--- src/rtl/led_ctrl_pkg.sv ---
// Shared mode encodings and field widths for the LED mode controller.
package led_ctrl_pkg;

    localparam int LED_IDX_W = 2;
    localparam int RATE_W    = 4;

    localparam logic [1:0] MODE_OFF   = 2'd0;
    localparam logic [1:0] MODE_ON    = 2'd1;
    localparam logic [1:0] MODE_BLINK = 2'd2;
    localparam logic [1:0] MODE_PWM   = 2'd3;

endpackage

--- src/rtl/led_channel.sv ---
// One LED channel: holds its mode/rate, runs its blink divider and drives a
// registered LED bit from the current mode.
module led_channel
    import led_ctrl_pkg::*;
(
    input  logic              clk,
    input  logic              rst_n,
    input  logic              load,
    input  logic [1:0]        mode,
    input  logic [RATE_W-1:0] rate,
    input  logic              tick,
    input  logic [RATE_W-1:0] phase,
    output logic              led
);

    logic [1:0]        mode_q;
    logic [RATE_W-1:0] rate_q;
    logic [RATE_W-1:0] blink_cnt;
    logic              blink_state;

    always_ff @(posedge clk or negedge rst_n) begin
        if (!rst_n) begin
            mode_q      <= MODE_OFF;
            rate_q      <= '0;
            blink_cnt   <= '0;
            blink_state <= 1'b0;
            led         <= 1'b0;
        end else begin
            // Output uses the pre-load settings, so a new mode shows one cycle later.
            case (mode_q)
                MODE_OFF:   led <= 1'b0;
                MODE_ON:    led <= 1'b1;
                MODE_BLINK: led <= blink_state;
                MODE_PWM:   led <= (phase < rate_q);
            endcase

            if (load) begin
                mode_q      <= mode;
                rate_q      <= rate;
                blink_cnt   <= '0;
                blink_state <= 1'b0;
            end else if (mode_q == MODE_BLINK && tick) begin
                if (blink_cnt == rate_q) begin
                    blink_cnt   <= '0;
                    blink_state <= ~blink_state;
                end else begin
                    blink_cnt <= blink_cnt + 1'b1;
                end
            end
        end
    end

endmodule

--- src/rtl/led_mode_ctrl.sv ---
// LED mode controller: command handshake, load decode, blink tick prescaler
// and shared PWM phase feeding NUM_LED independent channels.
module led_mode_ctrl
    import led_ctrl_pkg::*;
#(
    parameter int TICK_DIV = 50_000_000,
    parameter int NUM_LED  = 4
) (
    input  logic                 clk,
    input  logic                 rst_n,
    input  logic                 cmd_valid,
    output logic                 cmd_ready,
    input  logic [LED_IDX_W-1:0] cmd_led,
    input  logic [1:0]           cmd_mode,
    input  logic [RATE_W-1:0]    cmd_rate,
    output logic [NUM_LED-1:0]   led
);

    localparam int PRE_W = (TICK_DIV > 1) ? $clog2(TICK_DIV) : 1;

    logic [PRE_W-1:0]   pre_cnt;
    logic [RATE_W-1:0]  phase;
    logic               tick;
    logic               accept;
    logic [NUM_LED-1:0] load;

    // valid/ready: a command transfers at an edge where both are high; ready then
    // drops for exactly one cycle, and inputs are ignored while ready is low.
    assign accept = cmd_valid && cmd_ready;
    assign tick   = (pre_cnt == PRE_W'(TICK_DIV - 1));

    always_ff @(posedge clk or negedge rst_n) begin
        if (!rst_n) begin
            cmd_ready <= 1'b0;
            pre_cnt   <= '0;
            phase     <= '0;
        end else begin
            cmd_ready <= !accept;
            pre_cnt   <= tick ? '0 : pre_cnt + 1'b1;
            phase     <= phase + 1'b1;
        end
    end

    for (genvar i = 0; i < NUM_LED; i++) begin : g_ch
        assign load[i] = accept && (cmd_led == LED_IDX_W'(i));

        led_channel u_ch (
            .clk   (clk),
            .rst_n (rst_n),
            .load  (load[i]),
            .mode  (cmd_mode),
            .rate  (cmd_rate),
            .tick  (tick),
            .phase (phase),
            .led   (led[i])
        );
    end

endmodule

--- config.mk ---
export PLATFORM = sky130hd
export DESIGN_NAME = led_mode_ctrl
export DESIGN_NICKNAME = d
export VERILOG_FILES = /design/src/rtl/led_ctrl_pkg.sv /design/src/rtl/led_channel.sv /design/src/rtl/led_mode_ctrl.sv
export SDC_FILE = /design/constraint.sdc
export NUM_CORES = 1
export LEC_CHECK = 0
export CAP_MARGIN = 40
export CORE_UTILIZATION = 50
export CTS_CLUSTER_DIAMETER = 120
export DETAILED_ROUTE_END_ITERATION = 8
export PLACE_DENSITY_LB_ADDON = 0.25
export REMOVE_ABC_BUFFERS = 1
export SETUP_SLACK_MARGIN = 0.2
export SLEW_MARGIN = 20
export SYNTH_ARGS = -nofsm -noshare
export SYNTH_HDL_FRONTEND = slang
export SYNTH_HIERARCHICAL = 1
export SYNTH_SLANG_ARGS = --single-unit
--- constraint.sdc ---
create_clock -name clk -period 3.3 [get_ports clk]
set_clock_uncertainty 0.1 [all_clocks]
set_input_delay 0.99 -clock clk [delete_from_list [all_inputs] [get_ports clk]]
set_output_delay 0.99 -clock clk [all_outputs]
set_load 0.005 [all_outputs]
# Word-level counts from Yosys, hierarchy flattened
# Index checks and enable logic that the tools add are counted.
word_totals:
  regBits: 79
  in_bits: 11
  out_inout_bits: 5
  word_cells: 113
op_classes:
  n_addsub: 6
  order_cmp: 4
  eq_ne: 20
  mux: 29
  n_bitwise: 4
  reduce_logical: 27
op_table:
  columns: ["operator", "n"]
  rows:
  - ["$mux 4", 12]
  - ["$add 26x1->26 const B", 1]
  - ["$eq 26x26->1 const B", 1]
  - ["$mux 26", 1]
  - ["$add 4x1->4 const B", 5]
  - ["$eq 2x2->1 const B", 10]
  - ["$eq 4x4->1", 4]
  - ["$lt 4x4->1", 4]
  - ["$pmux 1 s4", 4]
  - ["$reduce_bool 2->1", 8]
  - ["$mux 1", 12]
  - ["$eq 2x1->1 const B", 5]
  - ["$logic_not 2->1", 5]
  - ["$logic_and 1x1->1", 9]
  - ["$reduce_and 2->1", 4]
  - ["$not 1->1", 4]
  - ["$logic_not 1->1", 1]

# Depth between registers and ports, before layout
depth:
  ltp_word: 4
  depth_mapped: 9
  mapped_depth_nobuf: 7

# Modules after synthesis
# The synthesis kept the hierarchy.
modules_own_cells:
  columns: ["mod", "n_inst", "cells_per_inst", "area_each_um2", "seq_area_each_um2"]
  rows:
  - ["led_channel", 4, 64, 653.1, 300.3]
  - ["led_mode_ctrl", 1, 156, 1544.0, 775.7]

# Worst setup path after synthesis
# Ideal clock, no wire load.
synth_timing:
  path_type: "flip-flop to flip-flop"
  start: "reg pre_cnt[12]"
  end: "reg g_ch[0].u_ch.blink_state"
  setup_ps: 78
  t_arrival_ps: 2406
  required_ps: 3122
  setup_slack_ps: 716
  path_stages_with_launch: 8
  n_path_buf: 1
  period_less_slack_ps: 2584
  path_cell_list: "dfrtp_1 nand4_1 or4b_1 nor4_4 buf_2 nand3b_1 or3_1 a21oi_1"
synth_between:
  elab_chain_cells: 4
synth_rtl:
  columns: ["element", "line_no", "rtl"]
  rows:
  - ["from (decl)", "led_mode_ctrl.sv:21", "logic [PRE_W-1:0] pre_cnt;"]
  - ["from (signal assigned)", "led_mode_ctrl.sv:39", "pre_cnt <= tick ? '0 : pre_cnt + 1'b1;"]
  - ["$eq 26x26->1", "led_mode_ctrl.sv:30", "assign tick = (pre_cnt == PRE_W'(TICK_DIV - 1));"]
  - ["via tick", "led_mode_ctrl.sv:23", "logic tick;"]
  - ["$logic_and 1x1->1", "led_channel.sv:42", "end else if (mode_q == MODE_BLINK && tick) begin"]
  - ["$reduce_bool 2->1 (no line)", null, null]
  - ["$reduce_and 2->1 (no line)", null, null]
  - ["to (signal assigned)", "led_channel.sv:45", "blink_state <= ~blink_state;"]
  - ["to (decl)", "led_channel.sv:19", "logic blink_state;"]
# The timed path passes the listed nets, and every way through them passes these cells.
# A chain may end at the register's enable or synchronous reset.

# Worst setup path after layout
layout_timing:
  start: "reg pre_cnt[12]"
  end: "reg g_ch[1].u_ch.blink_cnt[3]"
layout_between:
  elab_chain_cells: 3
layout_rtl:
  columns: ["element", "line_no", "rtl"]
  rows:
  - ["$eq 26x26->1", "led_mode_ctrl.sv:30", null]
  - ["$logic_and 1x1->1", "led_channel.sv:42", null]
  - ["$reduce_bool 2->1 (no line)", null, null]
  - ["to (signal assigned)", "led_channel.sv:47", "blink_cnt <= blink_cnt + 1'b1;"]
  - ["to (decl)", "led_channel.sv:18", "logic [RATE_W-1:0] blink_cnt;"]
# No other way between the ends.

==> key figures <==
Routing
  – DR vias: 3054
  – Drt total wl: 8.099 mm
  – Via density: 5.624
  – WL/cell: 14.92 um
  – Met1 WL: 4.033 mm
  – Final ANT Viol Nets: 0
  – Routed wl met3: 298 um
  – Iteration-0 DRC count of the detailed router: 163
  – Drt drc: 0
  – Initial DRT Pass Iterations: 4
  – WL met2: 3.675 mm
  – Highest Signal Layer: met4

Worst setup path
  – WP data required: 3470 ps
  – CP Launch Type: flip-flop
  – CP most frequent cell: o21ai_0
  – Worst EP arrival: 2870 ps
  – Crit-path max FO: 10
  – CP max-delay cell: or4b_1
  – CP Cell Sequence: nand4_1 > or4b_1 > nor4_4 > buf_4 > nand3b_1 > nor4_1 > o21ai_0 > o21ai_0
  – CP Capture Type: flip-flop
  – CP max stage delay: 580 ps
  – Critical path class: flip-flop to flip-flop

Placed design
  – Buffers added on ports: 15
  – Post-DP HPWL: 5.588 mm
  – Pre-CTS setup slack: 616.7 ps
  – Placed Instances: 527
  – GPL Wtd Cong: 0.8152

STA
  – Fin. max-slew vios: 0
  – Setup TNS Final: 0 ps
  – Setup ws final: 603.3 ps
  – Final Hold Vio Count: 0
  – Post-layout min period: 2697 ps
  – Final setup fails: 0
  – RSZ-0062 raised after global routing: no
  – Worst-margin pin slew: 639.1 ps
  – Slew Limit Headroom: 57.39%
  – Fin crit share: 81.72%
  – WHS: 405.4 ps
  – Max Fclk: 370.8 MHz

Power and ir drop
  – Static Leak: 2.035 nW
  – Power Dens Cells: 471.6 nW/um2
  – VDD IR max: 0.0003199 V

Clock tree
  – Resize count post-CTS: 0
  – Clock latency on the worst-skew pair: 350 ps
  – Max clock buf depth: 2
  – CTS clock-pin slew for the worst setup and hold paths: 80 ps
  – Inserted Clock Buffers: 9
  – CTS H-tree lvls: 3
  – Root Driver: clkbuf_8
  – Postcts setup bufs: 0
  – Clk sink count: 79
  – CTS tree: yes
  – Hold Buf Count CTS: 0

GRT
  – Global-route wire length before repair: 14.26 mm
  – Total grt overflow: 0
  – Largest net degree at the start of global routing: 51
  – Vias in the first global route: 3055
  – Total GRT Usage: 21.17%
  – Initial antenna violation count: 0

Floorplan
  – Starting Density: 52.70%
  – Die extent in x: 93.18 um
  – Die height: 93.18 um
  – Io pins: 16
  – Cell row count: 32
  – Core area: 7888 um2
  – Die Footprint: 8682 um2

Worst hold path
  – Hold WC Path Type: flip-flop to flip-flop

Synthesis
  – Syn Area/Cell: 10.09 um2
  – Seq/Total Area, Yosys: 47.56%
  – Flop and latch count out of synthesis: 79
  – Mapped Cells: 412
  – Synth warnings: 6
  – Cell variety after synth: 36
  – Area of the mapped netlist: 4156 um2

Cells and area
  – Synthesis-to-finish area growth: 12.43%
  – # fillers: 658
  – Layout cells sized above 1: 10.66%
  – Post-Layout Cell Count: 543
  – # nets final: 466
  – Diode count: 0

Run status
  – Status: completed

Flow run
  – Max cap viols: 0
-- kinds of logic (layout without fill, tap and decap cells) --
logic type	count (synthesis)	in the layout	share of synthesized area, %
adder cells (fa/ha/maj)	19	19	5.719
XOR/XNOR	32	32	7.465
buffers and inverters	23	52	2.137
AND/OR/NAND/NOR	167	167	22.79
flip-flops	79	79	47.56
multiplexers	12	12	3.251
AO/OA/AOI/OAI	80	80	11.08
-- final timing paths --
kind,start,endpoint,slack (ps),depth (start not counted)
max,pre_cnt[12],g_ch[1].u_ch/blink_cnt[3],600,8
min,pre_cnt[0],pre_cnt[0],410,1
max reg2reg,pre_cnt[12],g_ch[1].u_ch/blink_cnt[3],600,8
min reg2reg,pre_cnt[0],pre_cnt[0],410,1
max in group asynchronous,rst_n,g_ch[0].u_ch/rate_q[3],1940,2
min in group asynchronous,rst_n,g_ch[1].u_ch/blink_cnt[0],570,1
-- synth_stat cells --
master    count  area [um2]
inv_1        14       52.55
buf_2         2       10.01
nand2_1      45       168.9
nand4b_1      2       17.52
nor3b_1       4       30.03
clkbuf_1      7       26.28
dfrtp_1      79        1977
nor4_1        6       37.54
nand2b_1      8       50.05
xor2_1        9       78.83
and3_1        4       25.02
a21oi_1      26       130.1
a21o_1        8       60.06
o31ai_1       6       45.04
nor2b_1       9       56.30
or2_2         2       12.51
or4_1         6       45.04
nor2_1       17       63.81
or3_1         6       37.54
nand4_1       5       31.28
and3b_1       4       35.03
nand4_2       5       62.56
a21boi_0      4       30.03
xnor2_1      19       166.4
ha_1         19       237.7
nand3_1      23       115.1
o21ai_0      32       160.2
xnor2_2       4       65.06
nor3_1        6       30.03
nor4_4        1       21.27
and4_1        1       8.760
mux2_2       12       135.1
nand3b_1      8       60.06
or4b_1        2       20.02
and2_1        3       18.77
a41oi_1       4       35.03
-- power by group --
part           internal, mW  leakage [nW]  switching [mW]
Clock                 0.423         0.102           0.351
Sequential             1.05          1.01          0.0783
Combinational         0.164         0.923           0.135
Total                  1.64          2.03           0.564
-- layout make-up --
| class | count | area, um2 | area share [%] |
|---|---|---|---|
| multi-input combinational | 310 | 2091 | 44.74 |
| sequential | 79 | 1977 | 42.30 |
| timing repair buffer | 22 | 212.7 | 4.552 |
| clock buffer | 10 | 127.6 | 2.731 |
| tap | 102 | 127.6 | 2.731 |
| clock inverter | 6 | 85.08 | 1.821 |
| inverter | 14 | 52.55 | 1.124 |
-- routing by layer --
metal	track usage (%)	vias up
met2	32.54	51
met1	29.84	1474
met3	3.577	6
met5	0	-
met4	8.462	0
li1	-	1523
-- state kept, by name, indices dropped and copies added, names as in the netlist --
name	flops
cmd_ready	1
g_ch.u_ch/blink_cnt	16
g_ch.u_ch/blink_state	4
g_ch.u_ch/led	4
g_ch.u_ch/mode_q	8
g_ch.u_ch/rate_q	16
phase	4
pre_cnt	26
-- critical path: cells and delay by family (launching register included) --
family                 cells  cell delay, ps
buffers and inverters      1             260
AOI/OAI and AO/OA          2             220
and+or+nand+nor            5            1640
DFF                        1             400
-- through the flow --
step	power, mW	util [%]	area, um2
after floorplan	1.328	-	4120
after CTS	2.229	59.25	4673
final	2.204	59.25	4673
after global routing	2.316	59.25	4673
after detailed placement	1.450	56.55	4461
after global placement	1.439	56.55	4461
-- cells in the final DEF (no fill, tap or decap), types with 5 or more instances in the layout --
master / netlist / layout
a21o_1: 8 / 8
a21oi_1: 26 / 26
buf_4: 0 / 7
clkbuf_8: 0 / 9
clkdlybuf4s50_1: 0 / 14
dfrtp_1: 79 / 79
ha_1: 19 / 19
inv_1: 14 / 14
mux2_2: 12 / 12
nand2_1: 45 / 45
nand2b_1: 8 / 8
nand3_1: 23 / 23
nand3b_1: 8 / 8
nand4_1: 5 / 5
nand4_2: 5 / 5
nor2_1: 17 / 17
nor2b_1: 9 / 9
nor3_1: 6 / 6
nor4_1: 6 / 6
o21ai_0: 32 / 32
o31ai_1: 6 / 6
or3_1: 6 / 6
or4_1: 6 / 6
xnor2_1: 19 / 19
xor2_1: 9 / 9
Power figures use the tool's default switching activity.
